<file path="src/rtl/uart_rx_fifo.sv">
// UART receiver with a receive FIFO, sticky error flags and a double-rate bit-period select.
// Optional parity checking is compiled in with `define UART_RX_PARITY_EN.
module uart_rx_fifo #(
    parameter int FREQ_HZ    = 25_000_000,
    parameter int BAUD_RATE  = 115_200,
    parameter int DATA_BITS  = 8,
    parameter int FIFO_DEPTH = 16,
    parameter int PARITY_ODD = 0
) (
    input  logic                          clk,
    input  logic                          rst,
    input  logic                          rxd,
    input  logic                          fsel,
    input  logic                          rd,
    output logic                          rdy,
    output logic [7:0]                    data,
    output logic [$clog2(FIFO_DEPTH):0]   count,
    output logic                          frame_err,
    output logic                          parity_err,
    output logic                          overrun,
    input  logic                          err_clr
);

    localparam int P_FULL = FREQ_HZ / BAUD_RATE;
    localparam int P_HALF = P_FULL / 2;
    localparam int TW     = $clog2(P_FULL + 1);
    localparam int AW     = $clog2(FIFO_DEPTH);
    localparam int BW     = $clog2(DATA_BITS + 1);

    localparam logic [TW-1:0] P_FULL_T = TW'(P_FULL);
    localparam logic [TW-1:0] P_HALF_T = TW'(P_HALF);
    localparam logic [AW:0]   DEPTH_C  = (AW + 1)'(FIFO_DEPTH);
    localparam logic [BW-1:0] LAST_BIT = BW'(DATA_BITS - 1);

    typedef enum logic [2:0] {
        ST_IDLE,
        ST_START,
        ST_DATA,
`ifdef UART_RX_PARITY_EN
        ST_PARITY,
`endif
        ST_STOP
    } state_t;

    state_t                 state_q, state_d;
    logic                   rx_s1_q, rx_s1_d;
    logic                   rx_s2_q, rx_s2_d;
    logic                   rx_prev_q, rx_prev_d;
    logic [TW-1:0]          tick_q, tick_d;
    logic [TW-1:0]          per_q, per_d;
    logic [BW-1:0]          bit_cnt_q, bit_cnt_d;
    logic [DATA_BITS-1:0]   shift_q, shift_d;
    logic [AW-1:0]          wr_ptr_q, wr_ptr_d;
    logic [AW-1:0]          rd_ptr_q, rd_ptr_d;
    logic [AW:0]            count_q, count_d;
    logic                   frame_err_q, frame_err_d;
    logic                   overrun_q, overrun_d;
`ifdef UART_RX_PARITY_EN
    localparam logic PAR_ODD = (PARITY_ODD != 0);
    logic                   parity_err_q, parity_err_d;
    logic                   par_bad_q, par_bad_d;
    logic                   perr_evt;
`endif

    logic [DATA_BITS-1:0]   mem_q [FIFO_DEPTH];

    logic                   wr_req;
    logic                   ferr_evt;
    logic                   ovr_evt;
    logic                   do_wr;
    logic                   do_rd;
    logic                   full;
    logic                   empty;
    logic                   at_end;

    always_comb begin
        state_d     = state_q;
        rx_s1_d     = rxd;
        rx_s2_d     = rx_s1_q;
        rx_prev_d   = rx_s2_q;
        tick_d      = tick_q + TW'(1);
        per_d       = per_q;
        bit_cnt_d   = bit_cnt_q;
        shift_d     = shift_q;
        wr_req      = 1'b0;
        ferr_evt    = 1'b0;
        at_end      = (tick_q == per_q - TW'(1));
`ifdef UART_RX_PARITY_EN
        par_bad_d   = par_bad_q;
        perr_evt    = 1'b0;
`endif

        case (state_q)
            ST_IDLE: begin
                tick_d    = '0;
                bit_cnt_d = '0;
                per_d     = fsel ? P_HALF_T : P_FULL_T;
`ifdef UART_RX_PARITY_EN
                par_bad_d = 1'b0;
`endif
                if (rx_prev_q && !rx_s2_q) begin
                    state_d = ST_START;
                end
            end
            ST_START: begin
                // Mid-start-bit resample: a line already back high was a glitch.
                if (tick_q == (per_q >> 1)) begin
                    tick_d  = '0;
                    state_d = rx_s2_q ? ST_IDLE : ST_DATA;
                end
            end
            ST_DATA: begin
                if (at_end) begin
                    tick_d    = '0;
                    shift_d   = {rx_s2_q, shift_q[DATA_BITS-1:1]};
                    bit_cnt_d = bit_cnt_q + BW'(1);
                    if (bit_cnt_q == LAST_BIT) begin
`ifdef UART_RX_PARITY_EN
                        state_d = ST_PARITY;
`else
                        state_d = ST_STOP;
`endif
                    end
                end
            end
`ifdef UART_RX_PARITY_EN
            ST_PARITY: begin
                if (at_end) begin
                    tick_d    = '0;
                    state_d   = ST_STOP;
                    par_bad_d = rx_s2_q ^ (^shift_q) ^ PAR_ODD;
                    perr_evt  = par_bad_d;
                end
            end
`endif
            ST_STOP: begin
                if (at_end) begin
                    tick_d  = '0;
                    state_d = ST_IDLE;
                    if (!rx_s2_q) begin
                        ferr_evt = 1'b1;
                    end else begin
`ifdef UART_RX_PARITY_EN
                        wr_req = !par_bad_q;
`else
                        wr_req = 1'b1;
`endif
                    end
                end
            end
            default: begin
                tick_d  = '0;
                state_d = ST_IDLE;
            end
        endcase
    end

    // A full FIFO still accepts a frame when the same cycle pops the head.
    always_comb begin
        full     = (count_q == DEPTH_C);
        empty    = (count_q == '0);
        do_rd    = rd && !empty;
        do_wr    = wr_req && (!full || rd);
        ovr_evt  = wr_req && full && !rd;
        wr_ptr_d = do_wr ? wr_ptr_q + AW'(1) : wr_ptr_q;
        rd_ptr_d = do_rd ? rd_ptr_q + AW'(1) : rd_ptr_q;
        count_d  = count_q;
        case ({do_wr, do_rd})
            2'b10:   count_d = count_q + (AW + 1)'(1);
            2'b01:   count_d = count_q - (AW + 1)'(1);
            default: count_d = count_q;
        endcase
        frame_err_d  = (frame_err_q && !err_clr) || ferr_evt;
        overrun_d    = (overrun_q && !err_clr) || ovr_evt;
`ifdef UART_RX_PARITY_EN
        parity_err_d = (parity_err_q && !err_clr) || perr_evt;
`endif
    end

    // Synchronizer resets low so a line held low through reset never looks like a start edge.
    always_ff @(posedge clk or posedge rst) begin
        if (rst) begin
            state_q      <= ST_IDLE;
            rx_s1_q      <= 1'b0;
            rx_s2_q      <= 1'b0;
            rx_prev_q    <= 1'b0;
            tick_q       <= '0;
            per_q        <= P_FULL_T;
            bit_cnt_q    <= '0;
            shift_q      <= '0;
            wr_ptr_q     <= '0;
            rd_ptr_q     <= '0;
            count_q      <= '0;
            frame_err_q  <= 1'b0;
            overrun_q    <= 1'b0;
`ifdef UART_RX_PARITY_EN
            parity_err_q <= 1'b0;
            par_bad_q    <= 1'b0;
`endif
        end else begin
            state_q      <= state_d;
            rx_s1_q      <= rx_s1_d;
            rx_s2_q      <= rx_s2_d;
            rx_prev_q    <= rx_prev_d;
            tick_q       <= tick_d;
            per_q        <= per_d;
            bit_cnt_q    <= bit_cnt_d;
            shift_q      <= shift_d;
            wr_ptr_q     <= wr_ptr_d;
            rd_ptr_q     <= rd_ptr_d;
            count_q      <= count_d;
            frame_err_q  <= frame_err_d;
            overrun_q    <= overrun_d;
`ifdef UART_RX_PARITY_EN
            parity_err_q <= parity_err_d;
            par_bad_q    <= par_bad_d;
`endif
        end
    end

    always_ff @(posedge clk) begin
        if (do_wr) begin
            mem_q[wr_ptr_q] <= shift_q;
        end
    end

    assign rdy       = !empty;
    assign data      = rdy ? 8'(mem_q[rd_ptr_q]) : 8'h00;
    assign count     = count_q;
    assign frame_err = frame_err_q;
    assign overrun   = overrun_q;
`ifdef UART_RX_PARITY_EN
    assign parity_err = parity_err_q;
`else
    assign parity_err = 1'b0;
`endif

endmodule

</file>
<file path="config.mk">
export PLATFORM = sky130hd
export DESIGN_NAME = uart_rx_fifo
export DESIGN_NICKNAME = d
export VERILOG_FILES = /design/src/rtl/uart_rx_fifo.sv
export SDC_FILE = /design/constraint.sdc
export NUM_CORES = 1
export LEC_CHECK = 0
export CORE_MARGIN = 5
export CORE_UTILIZATION = 40
export DETAILED_ROUTE_END_ITERATION = 8
export PLACE_DENSITY = 0.58
export SLEW_MARGIN = 5
export SYNTH_ARGS = -nofsm -noshare
export SYNTH_HDL_FRONTEND = slang
export SYNTH_SLANG_ARGS = --single-unit
export TNS_END_PERCENT = 30
</file>
<file path="constraint.sdc">
create_clock -name clk -period 3.4 [get_ports clk]
set_input_delay 0.68 -clock clk [delete_from_list [all_inputs] [get_ports clk]]
set_output_delay 0.68 -clock clk [all_outputs]
set_load 0.005 [all_outputs]
</file>
==> run metrics, run 1 <==
highest net fanout along the worst path 16; number of buffers added to fix hold violations after cts 0; gate count of the mapped netlist 432; HP Class reg -> reg; TritonCTS Buffers 17; Clk Latency, worst-skew pair 420 ps; number of nets still failing antenna checks after routing 0; first-pass detailed-route iteration total 4; initial standard-cell utilization of the core 40.4%; cell type with the largest total area after synthesis edfxtp_1; final worst-path setup slack 195 ps; post-layout instance area 8540 µm²; number of antenna repair diodes 0; number of setup violations in the final report 0; crit path kind reg -> out; post-DR wirelength/cell 19.5 µm; number of pins with negative max-slew slack in the final report 0; count of input and output buffers 21; global placement routability congestion 0.780; launching element type of the critical path register; Longest Clk Path Bufs 2; number of nets in the final layout 494; count of flip-flops with a built-in enable after synthesis 128; setup repair after global routing missed its margin no; Placed Area 7830 µm²; wire length of the first global-routing pass 22.6 mm; data arrival time at the worst-slack endpoint 2530 ps; max-cap viol count 0; Synth warnings 0; worst relative slew slack 49.9%; Overall Global Routing Usage 14.6%; total number of vias 3831; total negative slack for setup checks 0 ps; leading cell types in the layout, fill and taps excluded 128 x edfxtp_1, 40 x dfrtp_1, 32 x mux4_2, 25 x buf_4, 21 x clkdlybuf4s50_1; die outline height 144 µm; CTS sink count 170; pin slew with the least headroom to its limit 751 ps; post-placement worst setup slack 218 ps; Post-Route Utilization 47.9%; area taken by multi-input logic gates 2190 µm²; Peak supply drop 0.000365 V; io pins 23; post-route DRC violation count 0; via density per instance 5.33; critical path data required time 2720 ps; area of the die 20800 µm²; mean instance size in the synthesized netlist 16.7 µm²; layout-stage area growth over the synthesis result 18.4%; DRC violation total after the first TritonRoute iteration 180; element type at the critical path end output port; most used flip-flop cell after synthesis edfxtp_1; share of post-route cells with drive strength above 1 23.1%; pin count of the biggest net entering global routing 33; H-tree lvl count 4; CTS tree done; Root Driver clkbuf_16; die boundary width 144 µm; number of register bits inferred by synthesis 170; core footprint 17800 µm²; final WL 14.0 mm; number of hold violations in the final report 0; sequential cell area 4900 µm²; combined area of all synthesized cells 7210 µm²; vias in the first global route 4090; post-detail-place hpwl 8.99 mm; Async SR Flop Fraction 24.7%; leading cell type in the layout, fill and taps excluded edfxtp_1; portion of the post-synthesis area used by sequential elements 67.9%; clock transition at the registers of the reported paths 60 ps; number of antenna violations at the first check in global routing 0; post-synth top area share 53.3%; largest clock skew in the final design 7.22 ps; synth top area cells edfxtp_1 53%, dfrtp_1 14%, mux4_2 10%; fillcell total 1513; Rows 49; run status finished clean; fraction of the cycle the final worst path needs 94.3%; Net Count, Synth 449; final global-route overflow total 0; Min Clock Period, post-route 3210 ps; Pwr per Cell Area 542 nW/µm²; Fmax achieved 312 MHz; count of cell types in the netlist 57; static leakage 3.20 nW
## path summary, 6_finish.rpt
check	start	to	slack, ps	cells after the start
max	rd_ptr_q[0]$_DFFE_PP0P_	data[4]	190	5
min	rx_s1_q$_DFF_PP0_	rx_prev_d$_DFF_PP0_	350	0
max reg2reg	per_q[4]$_DFFE_PP1P_	count[4]$_DFFE_PP0P_	260	12
min reg2reg	rx_s1_q$_DFF_PP0_	rx_prev_d$_DFF_PP0_	350	0
max in group asynchronous	rst	rd_ptr_q[0]$_DFFE_PP0P_	2100	3
min in group asynchronous	rst	tick_q[6]$_DFF_PP0_	560	2
## worst max-delay path, cell delays in order (launching register included)
cell and delay (ps):
dfrtp_2 440, buf_12 210, mux4_2 520, mux2i_1 300, o22ai_1 160, clkdlybuf4s50_1 480
## metal layers
metal,part of all wire [%],vias to the layer above,global-route usage (%)
met3,5.8,13,4.17
met4,0.94,0,3.68
met5,0,-,0
met1,44,1936,20.1
met2,49,83,23.1
li1,-,1799,-
## Yosys cell counts (9+ instances only)
library cell,instances
mux2i_1,16
xor2_1,14
mux4_2,32
inv_1,14
nand2_1,12
edfxtp_1,128
mux2_2,10
dfrtp_1,41
a21oi_1,11
o22ai_1,9
clkbuf_1,13
ha_1,11
nor3_1,18
## sequential cells by signal (all words and copies together) (netlist names)
name       flops
bit_cnt_q      4
count          5
frame_err      1
mem_q        128
overrun        1
per_q          2
rd_ptr_q       4
rx_prev_d      1
rx_prev_q      1
rx_s1_q        1
shift_q        8
state_q        2
tick_q         8
wr_ptr_q       4
## logic make-up after synthesis
family | after synthesis | synth area share (%)
adder cells (fa/ha/maj) | 11 | 1.91
AND/OR/NAND/NOR | 84 | 6.77
other | 1 | 0.0520
AO/OA/AOI/OAI | 48 | 4.79
flip-flops | 170 | 67.9
XOR/XNOR | 21 | 2.55
multiplexers | 59 | 13.9
buffers and inverters | 38 | 2.12
## stage by stage
step / std cells / hold slack, ps / power [W]
floorplan: 432 / 331 / 0.00256
global placement: 683 / 341 / 0.00261
detailed placement: 683 / 342 / 0.00262
CTS: 715 / 356 / 0.00468
global route: 719 / 369 / 0.00480
finish: 719 / 353 / 0.00463
## final cells by class
class | count | share of cell area [%]
clock buffers | 17 | 4.98
flip-flops and latches | 170 | 57.3
clock inverters | 15 | 2.43
repair buffers | 50 | 5.65
inverters | 14 | 0.615
well taps | 229 | 3.35
multi-input cells | 224 | 25.6
## what timing repair did
item / in CTS / in global routing
endpoints found under the setup margin: 8 / 5
resized for setup: 1 / 2
gates cloned: 0 / 1
setup buffers: 0 / 3
pin swaps: 0 / 0
## power breakdown
part / switching, W / internal [W]
registers: 0.0000705 / 0.00225
clock network: 0.000810 / 0.00124
logic: 0.000155 / 0.0000998
total: 0.00103 / 0.00360
Note: power is estimated with default switching activity, not from simulation.
==> run 2: changes to the inputs <==
CORE_UTILIZATION = 50   (was 40)
PLACE_DENSITY = 0.7   (was 0.58)
==> run metrics, run 2 (synthesized netlist as in run 1, its figures left out) <==
run status finished clean (unchanged); launch instance of the worst min-delay path rx_s1_q$_DFF_PP0_ (unchanged); number of pins with negative max-slew slack in the final report 0 (unchanged); highest net fanout along the worst path 19 (was 16); clock transition at the registers of the reported paths 60 ps (about the same); H-tree lvl count 4 (unchanged); HP Class reg -> reg (unchanged); CTS tree done (unchanged); worst relative slew slack 31.7% (was 49.9%); critical register-to-register path endpoint count[4]$_DFFE_PP0P_ (unchanged); vias in the first global route 3915 (was 4090); post-layout total power 0.00441 W (was 0.00463 W); die boundary width 130 µm (was 144 µm); launching element type of the critical path register (unchanged); final global-route overflow total 0 (unchanged); leading cell type in the layout, fill and taps excluded edfxtp_1 (unchanged); number of antenna repair diodes 0 (unchanged); CTS sink count 170 (unchanged); io pins 23 (unchanged); final WL 13.8 mm (was 14.0 mm); Peak supply drop 0.000360 V (was 0.000365 V); element type at the critical path end output port (unchanged); Reg with most FFs mem_q (unchanged); Overall Global Routing Usage 17.7% (was 14.6%); largest clock skew in the final design 10.1 ps (was 7.22 ps); Min Clock Period, post-route 3260 ps (was 3210 ps); Post-Route Utilization 59.7% (was 47.9%); final hold slack 353 ps (about the same); Pwr per Cell Area 529 nW/µm² (was 542 nW/µm²); wire length of the first global-routing pass 22.1 mm (was 22.6 mm); Longest Clk Path Bufs 2 (unchanged); Reg2Reg Depth 12 (unchanged); number of antenna violations at the first check in global routing 0 (unchanged); layout-stage area growth over the synthesis result 15.8% (was 18.4%); leading cell types in the layout, fill and taps excluded 128 x edfxtp_1, 40 x dfrtp_1, 32 x mux4_2, 24 x buf_4, 21 x clkdlybuf4s50_1 (was 128 x edfxtp_1, 40 x dfrtp_1, 32 x mux4_2, 25 x buf_4, 21 x clkdlybuf4s50_1); Root Driver clkbuf_16 (unchanged); Clk Latency, worst-skew pair 420 ps (about the same); Reg2Reg Setup Slack 230 ps (was 260 ps); number of setup violations in the final report 0 (unchanged); static leakage 3.16 nW (was 3.20 nW); data arrival time at the worst-slack endpoint 2580 ps (was 2530 ps); number of hold violations in the final report 0 (unchanged); area of the die 16900 µm² (was 20800 µm²); pin count of the biggest net entering global routing 34 (was 33); global placement routability congestion 0.779 (was 0.780); max-cap viol count 0 (unchanged); critical path data required time 2720 ps (about the same); DRC violation total after the first TritonRoute iteration 385 (was 180); post-detail-place hpwl 8.75 mm (was 8.99 mm); total number of vias 3933 (was 3831); number of nets in the final layout 490 (was 494); fraction of the cycle the final worst path needs 95.8% (was 94.3%); number of nets still failing antenna checks after routing 0 (unchanged); post-DR wirelength/cell 20.7 µm (was 19.5 µm); Largest register FFs 128 (unchanged); count of input and output buffers 21 (unchanged); post-route DRC violation count 0 (unchanged); Rows 43 (was 49); via density per instance 5.91 (was 5.33); TritonCTS Buffers 17 (unchanged); core footprint 14000 µm² (was 17800 µm²); Top Registers mem_q x128, shift_q x8, tick_q x8 (unchanged); startpoint of the worst register-to-register path per_q[4]$_DFFE_PP1P_ (unchanged); Worst Hold Path Cells 0 (unchanged); crit path kind reg -> out (unchanged); die outline height 130 µm (was 144 µm); first-pass detailed-route iteration total 4 (unchanged); share of post-route cells with drive strength above 1 22.0% (was 23.1%); initial standard-cell utilization of the core 51.6% (was 40.4%); number of buffers added to fix hold violations after cts 0 (unchanged); destination of the worst hold path rx_prev_d$_DFF_PP0_ (unchanged); Fmax achieved 307 MHz (was 312 MHz); pin slew with the least headroom to its limit 1020 ps (was 751 ps)
## run 2: cell type report
type | instances | area [µm²]
Multi-Input combinational cell | 224 | 2190
Sequential cell | 170 | 4900
Clock buffer | 27 | 546
Tap cell | 180 | 225
Fill cell | 1053 | 5640
Inverter | 14 | 52.6
Clock inverter | 5 | 28.8
Timing Repair Buffer | 46 | 410
## run 2: worst max-delay path, stage by stage (launching register included)
cell             delay (ps)
dfrtp_2                 360
buf_4                   350
mux4_2                  580
mux2i_1                 250
o22ai_1                 150
clkdlybuf4s50_1         460
## run 2: how the worst max path moves through the flow
stage | start | to | slack [ps]
after floorplan | per_q[4]$_DFFE_PP1P_ | count[4]$_DFFE_PP0P_ | 10
after global placement | rd | count[4]$_DFFE_PP0P_ | 320
after detailed placement | rd | count[4]$_DFFE_PP0P_ | 210
after CTS | count[1]$_DFFE_PP0P_ | data[7] | 40
after global routing | per_q[4]$_DFFE_PP1P_ | count[4]$_DFFE_PP0P_ | -3
final | rd_ptr_q[0]$_DFFE_PP0P_ | data[0] | 140
## run 2: metrics by stage
stage               area, µm²  TNS (ps)  setup slack, ps  cells
global placement         7760         0              319    634
detailed placement       7760         0              214    634
CTS                      8330         0             41.3    666
finish                   8350         0              144    666
global route             8350     -2.95            -2.95    666
floorplan                7240         0             11.8    432
## run 2: layer usage
metal / vias to the layer above / global-route usage (%) / part of all wire [%]
li1: 1792 / - / -
met1: 2001 / 25.5 / 45
met2: 125 / 27.0 / 48
met3: 15 / 3.77 / 5.0
met4: 0 / 6.05 / 1.2
met5: - / 0 / 0
## run 2: power by group
part	switching, W	internal [W]
Combinational	0.000150	0.0000986
Sequential	0.0000729	0.00226
Clock	0.000740	0.00110
Total	0.000962	0.00345
## run 2: repair_timing
action | 4_1_cts | 5_1_grt
hold endpoints to repair | 0 | 0
setup endpoints to repair | 0 | 9
buffers inserted | 0 | 0
gates resized for setup | 0 | 3
